$ cat src/rtl/lcd_spi_rx_decoder_if.sv
// Bus bundle for the LCD SPI receive decoder: the serial draw-side inputs
// and the frame-RAM write port plus pointer/status outputs.
interface lcd_spi_rx_decoder_if;
  logic       SPI_SCLK;
  logic       SPI_MOSI;
  logic       SPI_CS_n;
  logic       SPI_RS;
  logic       Ram_Wr_Sig;
  logic [9:0] Ram_Addr;
  logic [7:0] Ram_Data;
  logic [2:0] Page;
  logic [6:0] Column;
  logic       Disp_On;
  logic       Frame_Done_Sig;
  logic       Bad_Cmd_Sig;

  // Draw side: drives the serial lines, observes the decoder results.
  modport master (
    output SPI_SCLK, SPI_MOSI, SPI_CS_n, SPI_RS,
    input  Ram_Wr_Sig, Ram_Addr, Ram_Data, Page, Column, Disp_On,
           Frame_Done_Sig, Bad_Cmd_Sig
  );

  // Decoder side.
  modport slave (
    input  SPI_SCLK, SPI_MOSI, SPI_CS_n, SPI_RS,
    output Ram_Wr_Sig, Ram_Addr, Ram_Data, Page, Column, Disp_On,
           Frame_Done_Sig, Bad_Cmd_Sig
  );
endinterface

$ cat src/rtl/lcd_spi_rx_decoder.sv
// LCD SPI receive decoder: oversamples a slave SPI link with CLK, assembles
// bytes MSB first, and decodes controller commands (page / column / display
// on-off) or display data bytes that are written into a 1024x8 frame RAM.
module lcd_spi_rx_decoder #(
  parameter int SYNC_STAGES = 2,
  parameter int PAGE_WRAP   = 0
) (
  input logic                 CLK,
  input logic                 RSTn,
  lcd_spi_rx_decoder_if.slave bus
);

  typedef enum logic [1:0] {
    IDLE   = 2'd0,
    SHIFT  = 2'd1,
    DECODE = 2'd2
  } state_t;

  logic [SYNC_STAGES-1:0] sclk_sync;
  logic [SYNC_STAGES-1:0] mosi_sync;
  logic [SYNC_STAGES-1:0] cs_sync;
  logic [SYNC_STAGES-1:0] rs_sync;
  logic                   sclk_d;

  logic       sclk_s, mosi_s, cs_s, rs_s;
  logic       sclk_rise;
  logic       byte_done;

  logic [6:0] shift_q;
  logic [2:0] bit_cnt;
  logic [7:0] byte_q;
  logic       rs_q;

  state_t     state_q, state_d;

  logic [2:0] page_q;
  logic [6:0] col_q;
  logic       disp_q;
  logic       wr_q;
  logic [9:0] addr_q;
  logic [7:0] data_q;
  logic       fd_q;
  logic       bad_q;

  assign sclk_s = sclk_sync[SYNC_STAGES-1];
  assign mosi_s = mosi_sync[SYNC_STAGES-1];
  assign cs_s   = cs_sync[SYNC_STAGES-1];
  assign rs_s   = rs_sync[SYNC_STAGES-1];

  // Rising SCLK counts only while the chip is selected.
  assign sclk_rise = sclk_s & ~sclk_d & ~cs_s;
  assign byte_done = sclk_rise && (bit_cnt == 3'd7);

  // Input synchronizers, reset to the idle bus levels so release is glitch-free.
  always_ff @(posedge CLK or negedge RSTn) begin
    if (!RSTn) begin
      sclk_sync <= '0;
      mosi_sync <= '0;
      cs_sync   <= '1;
      rs_sync   <= '0;
      sclk_d    <= 1'b0;
    end else begin
      sclk_sync <= {sclk_sync[SYNC_STAGES-2:0], bus.SPI_SCLK};
      mosi_sync <= {mosi_sync[SYNC_STAGES-2:0], bus.SPI_MOSI};
      cs_sync   <= {cs_sync[SYNC_STAGES-2:0],   bus.SPI_CS_n};
      rs_sync   <= {rs_sync[SYNC_STAGES-2:0],   bus.SPI_RS};
      sclk_d    <= sclk_s;
    end
  end

  // Bit assembly; runs in every state so an edge during DECODE is not lost.
  always_ff @(posedge CLK or negedge RSTn) begin
    if (!RSTn) begin
      shift_q <= '0;
      bit_cnt <= '0;
      byte_q  <= '0;
      rs_q    <= 1'b0;
    end else if (cs_s) begin
      bit_cnt <= '0;
    end else if (sclk_rise) begin
      shift_q <= {shift_q[5:0], mosi_s};
      bit_cnt <= bit_cnt + 3'd1;
      if (bit_cnt == 3'd7) begin
        byte_q <= {shift_q, mosi_s};
        rs_q   <= rs_s;
      end
    end
  end

  // FSM state register.
  always_ff @(posedge CLK or negedge RSTn) begin
    if (!RSTn) state_q <= IDLE;
    else       state_q <= state_d;
  end

  // FSM next state: a completed byte always gets exactly one DECODE cycle.
  always_comb begin
    state_d = state_q;
    case (state_q)
      IDLE: begin
        if (byte_done)  state_d = DECODE;
        else if (!cs_s) state_d = SHIFT;
      end
      SHIFT: begin
        if (byte_done)  state_d = DECODE;
        else if (cs_s)  state_d = IDLE;
      end
      DECODE: begin
        state_d = cs_s ? IDLE : SHIFT;
      end
      default: state_d = IDLE;
    endcase
  end

  // Byte decode: pointer/display updates, RAM write strobe and status pulses.
  always_ff @(posedge CLK or negedge RSTn) begin
    if (!RSTn) begin
      page_q <= '0;
      col_q  <= '0;
      disp_q <= 1'b0;
      wr_q   <= 1'b0;
      addr_q <= '0;
      data_q <= '0;
      fd_q   <= 1'b0;
      bad_q  <= 1'b0;
    end else begin
      wr_q  <= 1'b0;
      fd_q  <= 1'b0;
      bad_q <= 1'b0;
      if (state_q == DECODE) begin
        if (rs_q) begin
          wr_q   <= 1'b1;
          addr_q <= {page_q, col_q};
          data_q <= byte_q;
          fd_q   <= ({page_q, col_q} == 10'd1023);
          col_q  <= col_q + 7'd1;
          if ((col_q == 7'd127) && (PAGE_WRAP != 0)) page_q <= page_q + 3'd1;
        end else begin
          casez (byte_q)
            8'b1011_0???: page_q      <= byte_q[2:0];
            8'b0001_????: col_q[6:4]  <= byte_q[2:0];
            8'b0000_????: col_q[3:0]  <= byte_q[3:0];
            8'hAF:        disp_q      <= 1'b1;
            8'hAE:        disp_q      <= 1'b0;
            default:      bad_q       <= 1'b1;
          endcase
        end
      end
    end
  end

  assign bus.Ram_Wr_Sig     = wr_q;
  assign bus.Ram_Addr       = addr_q;
  assign bus.Ram_Data       = data_q;
  assign bus.Page           = page_q;
  assign bus.Column         = col_q;
  assign bus.Disp_On        = disp_q;
  assign bus.Frame_Done_Sig = fd_q;
  assign bus.Bad_Cmd_Sig    = bad_q;

endmodule

$ cat src/flat_wrapper.sv
// flat-port wrapper written by rule: the top's interface ports become plain ports
module lcd_spi_rx_decoder_flat 
#(
  parameter int SYNC_STAGES = 2,
  parameter int PAGE_WRAP   = 0
)
  (CLK, RSTn, bus_SPI_SCLK, bus_SPI_MOSI, bus_SPI_CS_n, bus_SPI_RS, bus_Ram_Wr_Sig, bus_Ram_Addr, bus_Ram_Data, bus_Page, bus_Column, bus_Disp_On, bus_Frame_Done_Sig, bus_Bad_Cmd_Sig);
  lcd_spi_rx_decoder_if bus_i ();
  input logic CLK;
  input logic RSTn;
  input wire logic [$bits(bus_i.SPI_SCLK)-1:0] bus_SPI_SCLK;
  input wire logic [$bits(bus_i.SPI_MOSI)-1:0] bus_SPI_MOSI;
  input wire logic [$bits(bus_i.SPI_CS_n)-1:0] bus_SPI_CS_n;
  input wire logic [$bits(bus_i.SPI_RS)-1:0] bus_SPI_RS;
  output wire logic [$bits(bus_i.Ram_Wr_Sig)-1:0] bus_Ram_Wr_Sig;
  output wire logic [$bits(bus_i.Ram_Addr)-1:0] bus_Ram_Addr;
  output wire logic [$bits(bus_i.Ram_Data)-1:0] bus_Ram_Data;
  output wire logic [$bits(bus_i.Page)-1:0] bus_Page;
  output wire logic [$bits(bus_i.Column)-1:0] bus_Column;
  output wire logic [$bits(bus_i.Disp_On)-1:0] bus_Disp_On;
  output wire logic [$bits(bus_i.Frame_Done_Sig)-1:0] bus_Frame_Done_Sig;
  output wire logic [$bits(bus_i.Bad_Cmd_Sig)-1:0] bus_Bad_Cmd_Sig;
  assign bus_i.SPI_SCLK = bus_SPI_SCLK;
  assign bus_i.SPI_MOSI = bus_SPI_MOSI;
  assign bus_i.SPI_CS_n = bus_SPI_CS_n;
  assign bus_i.SPI_RS = bus_SPI_RS;
  assign bus_Ram_Wr_Sig = bus_i.Ram_Wr_Sig;
  assign bus_Ram_Addr = bus_i.Ram_Addr;
  assign bus_Ram_Data = bus_i.Ram_Data;
  assign bus_Page = bus_i.Page;
  assign bus_Column = bus_i.Column;
  assign bus_Disp_On = bus_i.Disp_On;
  assign bus_Frame_Done_Sig = bus_i.Frame_Done_Sig;
  assign bus_Bad_Cmd_Sig = bus_i.Bad_Cmd_Sig;
  lcd_spi_rx_decoder #(.SYNC_STAGES(SYNC_STAGES), .PAGE_WRAP(PAGE_WRAP)) u_core (.CLK(CLK), .RSTn(RSTn), .bus(bus_i));
endmodule
$ cat config.mk
export PLATFORM = sky130hd
export DESIGN_NAME = lcd_spi_rx_decoder_flat
export DESIGN_NICKNAME = d
export VERILOG_FILES = /design/src/rtl/lcd_spi_rx_decoder_if.sv /design/src/rtl/lcd_spi_rx_decoder.sv /design/src/flat_wrapper.sv
export SDC_FILE = /design/constraint.sdc
export NUM_CORES = 1
export LEC_CHECK = 0
export BUFFER_PORTS_ARGS = -buffer_cell sky130_fd_sc_hd__buf_2
export CAP_MARGIN = 10
export CORE_MARGIN = 4
export CORE_UTILIZATION = 60
export DETAILED_ROUTE_END_ITERATION = 8
export GPL_TIMING_DRIVEN = 0
export PLACE_DENSITY_LB_ADDON = 0.3
export SYNTH_ARGS = -nofsm -noshare
export SYNTH_HDL_FRONTEND = slang
export SYNTH_SLANG_ARGS = --single-unit
export TNS_END_PERCENT = 30
$ cat constraint.sdc
create_clock -name CLK -period 3.07 [get_ports CLK]
set_input_delay 0.614 -clock CLK [delete_from_list [all_inputs] [get_ports CLK]]
set_output_delay 0.614 -clock CLK [all_outputs]
set_load 0.02 [all_outputs]
Word level (Yosys, flattened, before mapping)
Index checks and enable logic that the tools add are counted.

Add/subtract/negate cells: 2. Bitwise logic cells: 5. Equal/unequal tests: 10. Reduce and logical (&&, ||, !) cells: 16. Multiplexer cells: 19.

Operators with widths (count): $eq 8x8->1 const B (2); $eq 10x10->1 const B (1); $reduce_and 2->1 (5); $mux 3 (3); $reduce_and 3->1 (3); $mux 1 (8); $mux 2 (4); $reduce_bool 2->1 (4); $add 7x1->7 const B (1); $mux 7 (1); $pmux 2 s3 (1); $eq 5x5->1 const B (1); $reduce_or 5->1 (1); $eq 4x1->1 const B (1); $logic_not 4->1 (1); $mux 4 (1); $add 3x1->3 const B (1); $eq 3x3->1 const B (1); $ne 3x1->1 const B (1); $ne 3x3->1 const B (1); $not 1->1 (3); $and 1x1->1 (2); $eq 2x1->1 const B (1); $eq 2x2->1 const B (1); other kinds (3) (3).

Input port bits: 6. Output and inout bits: 32. Flip-flop bits (word level): 62. Logic and storage cells: 71.

Longest topological paths before layout
Depth in word-level cells: 6. Gate-level depth with buffers: 6. Gate-level depth less buffers: 5.

Worst setup path before layout
No wires, ideal clock.

Path type: register to register. From: reg u_core.byte_q[5]. To: reg u_core.col_q[2] (netlist: u_core.bus.Column[2]). Library setup time: 0.123 ns. Slack: 1.272 ns. Data arrival time: 1.675 ns. Path buffers: 1. Period minus slack after synthesis: 1.798 ns. Data required time: 2.947 ns. Cell stages (with the launch flop): 6. Cells stage by stage: dfrtp_1 > or2_1 > or4_4 > buf_6 > mux2_4 > o221a_1.

Longest elaborated chain between the ends: 3.

Ends and longest elaborated chain: start, declared (RTL line lcd_spi_rx_decoder.sv:31) `logic [7:0] byte_q;`; start signal, assigned (RTL line lcd_spi_rx_decoder.sv:84) `byte_q <= {shift_q, mosi_s};`; $logic_not 4->1 (RTL line lcd_spi_rx_decoder.sv:139) `casez (byte_q)`; $reduce_bool 2->1 (no source line); $reduce_and 2->1 (no source line); end signal, assigned (RTL line lcd_spi_rx_decoder.sv:136) `col_q <= col_q + 7'd1;`; end, declared (RTL line lcd_spi_rx_decoder.sv:37) `logic [6:0] col_q;`.

No other way between the ends. A chain may end at the register's enable or synchronous reset.

Worst setup path in the final report
From: reg u_core.rs_q. To: reg u_core.data_q[3] (netlist: u_core.bus.Ram_Data[3]).

Longest elaborated chain between the ends: 1.

Ends and longest elaborated chain: start, declared (RTL line lcd_spi_rx_decoder.sv:32) `logic rs_q;`; start signal, assigned (RTL line lcd_spi_rx_decoder.sv:85) `rs_q <= rs_s;`; $reduce_and 2->1 (no source line); end signal, assigned (RTL line lcd_spi_rx_decoder.sv:134) `data_q <= byte_q;`; end, declared (RTL line lcd_spi_rx_decoder.sv:41) `logic [7:0] data_q;`.

No other way between the ends.

==> metrics <==
Final Power 1.744 mW; CP Data Arrival Time 2.24 ns; Mapped Area 0.002484 mm^2; Ys Warns 0; CP cell instances clkbuf_1 -> nand2_1 -> clkbuf_1 -> clkbuf_1 -> nand2_1 -> nand2_1; placed insts 292; Final Skew 0.006664 ns; TritonCTS Buffers 9; Worst setup SP type register; Post-CTS Setup Bufs 0; post-synth cell types 38; # DRC 0; Synth area leaders dfrtp_1, mux2_2, nand2_1; total wire length 4835 um; #FFs+latches synth 62; max incr delay on CP 0.46 ns; Overflow after GRT 0; final instance area 0.002967 mm^2; post-synth top area cell dfrtp_1; fraction of registers with async set/reset 100.0%; RSZ-0062 raised after global routing no; dpl ws 1.159 ns; Crit Path Max Fanout 10; max cap viols 0; Final Hold Fails 0; layout cells sized above 1 31.78%; gp weighted congestion 0.8434; Root Buffer clkbuf_8; Power per Cell Area 587.7 mW/mm^2; Die ar. 0.005233 mm^2; LEAKAGE 1.577 nW; CTS tree built; Synth top area share 60.45%; Clk pin slew, worst setup/hold paths 0.07 ns; largest net degree at the start of global routing 39; CP Class reg -> reg; routed len/inst 15.70 um; final period utilization 64.04%; Achievable Freq 0.5087 GHz; commonest non-fill, non-tap cells in the layout dfrtp_1, nand2_1, buf_2; Crit. End Element register; Post-DP Area 0.002751 mm^2; Data required, critical path 3.35 ns; Starting Density 62.09%; remaining antenna violation count 0; r2r startpoint u_core.rs_q$_DFFE_PN0P_; setup TNS 0 ns; clock buffer depth 2; slowest stage cell, crit path clkbuf_1; hpwl dp 3237 um; Vias per Instance 5.711; 1st-pass router iterations 4; nets 262; die height 72.34 um; first-pass GRT wire length 8259 um; GRT Total Usage 21.04%; drt initial violations 146; Post-synth EDFFs 0; final non-filler cell total 308; die width 72.34 um; status completed; commonest non-fill, non-tap cell in the layout dfrtp_1; antenna violations before repair 0; Net Count, Synth 213; TritonCTS Sinks 62; max-slew violations 0; Top-Level Pins 38; Post-CTS Resized 0; Worst-Margin Slew 0.8517 ns; CTS Hold Buffers Added 0; port bufs 37; total number of vias 1,759; Slew headroom 42.42%; peak supply drop 0.4790 mV; ys flop type dfrtp_1; Synth Instances 204; Final Critical Period 1.966 ns; Worst Hold Class in -> async; worst skew pair latency 0.34 ns; worst setup path startpoint u_core.rs_q$_DFFE_PN0P_; Seq/Total Area, Yosys 62.57%; Fillers 263; H-tree depth 3; number of global-route vias before repair 1,729; synthesis-to-layout area growth 19.45%; FP Rows 23; Inserted Diodes 0; final setup fails 0; Avg Cell Area, Syn 12.17 um^2; Final WS setup 1.104 ns; area of the core 0.004000 mm^2
cell type report:
class                           count  area [um^2]  share of cell area [%]
Timing Repair Buffer               38        205.2                   6.917
Sequential cell                    62         1554                   52.38
Clock buffer                       12        145.1                   4.892
Inverter                            2        7.507                  0.2531
Buffer                              8        37.54                   1.265
Multi-Input combinational cell    132        884.6                   29.82
Tap cell                           50        62.56                   2.109
Clock inverter                      4        70.07                   2.362
registers in the layout, indices dropped and copies added, names as in the netlist:
signal,flops
u_core.bit_cnt,3
u_core.bus.Bad_Cmd_Sig,1
u_core.bus.Column,7
u_core.bus.Disp_On,1
u_core.bus.Frame_Done_Sig,1
u_core.bus.Page,3
u_core.bus.Ram_Addr,10
u_core.bus.Ram_Data,8
u_core.bus.Ram_Wr_Sig,1
u_core.byte_q,8
u_core.cs_sync,2
u_core.mosi_sync,2
u_core.rs_q,1
u_core.rs_sync,2
u_core.sclk_d,1
u_core.sclk_sync,2
u_core.shift_q,7
u_core.state_q,2
critical path, delay by kind of cell, from the launching register on:
family                 cells  cell delay, ns
flip-flops                 1            0.40
buffers and inverters      3            1.13
AND/OR/NAND/NOR            3            0.37
through the flow:
stage | hold WS [ns] | util [%]
final | 0.2644 | 74.16
after global routing | 0.3105 | 74.16
after CTS | 0.2804 | 74.16
after detailed placement | 0.3356 | 68.78
after global placement | 0.3327 | 68.28
after floorplan | 0.3184 | -
Yosys cell counts (2+ instances only):
| library cell | number |
|---|---|
| dfrtp_1 | 60 |
| nand2_1 | 43 |
| mux2_2 | 24 |
| nor2_1 | 8 |
| clkbuf_1 | 7 |
| mux2i_1 | 6 |
| nand3_1 | 6 |
| a21oi_1 | 4 |
| o22ai_1 | 4 |
| a211oi_1 | 3 |
| ha_1 | 3 |
| nand2b_1 | 3 |
| nor4_1 | 3 |
| o21ai_0 | 3 |
| and3_1 | 2 |
| dfstp_2 | 2 |
| nor3_1 | 2 |
cells by family (layout without fill, tap and decap cells):
family | after synthesis | in the layout | synth area share (%)
and+or+nand+nor | 77 | 77 | 14.41
DFF | 62 | 62 | 62.57
muxes | 31 | 31 | 13.90
AOI/OAI and AO/OA | 20 | 20 | 5.441
buffers and inverters | 10 | 64 | 1.813
adders and majority gates | 3 | 3 | 1.511
xor gates and xnor gates | 1 | 1 | 0.3527
per-layer routing:
metal	vias to the layer above	wire (um)	GRT usage, %
li1	817	-	-
met3	19	293	5.540
met2	59	2368	32.05
met1	864	2017	27.30
met5	-	0	0
met4	0	157	12.11
worst paths after layout:
check / to / slack, ns / depth (start not counted)
setup reg to reg: u_core.bus.Ram_Data[3]$_DFFE_PN0P_ / 1.10 / 6
max in group asynchronous: u_core.cs_sync[0]$_DFF_PN1_ / 2.15 / 2
hold reg to reg: u_core.sclk_sync[1]$_DFF_PN0_ / 0.35 / 0
setup / recovery: u_core.bus.Ram_Data[3]$_DFFE_PN0P_ / 1.10 / 6
min in group CLK: u_core.sclk_sync[1]$_DFF_PN0_ / 0.35 / 0
hold / removal: u_core.bus.Ram_Addr[2]$_DFFE_PN0P_ / 0.26 / 1
power by group:
group	switching [mW]	leakage (nW)	internal (mW)
Sequential	0.0297	0.829	0.864
Clock	0.307	0.110	0.477
Combinational	0.0287	0.638	0.0369
Total	0.365	1.58	1.38
Note: power is estimated with default switching activity, not from simulation.
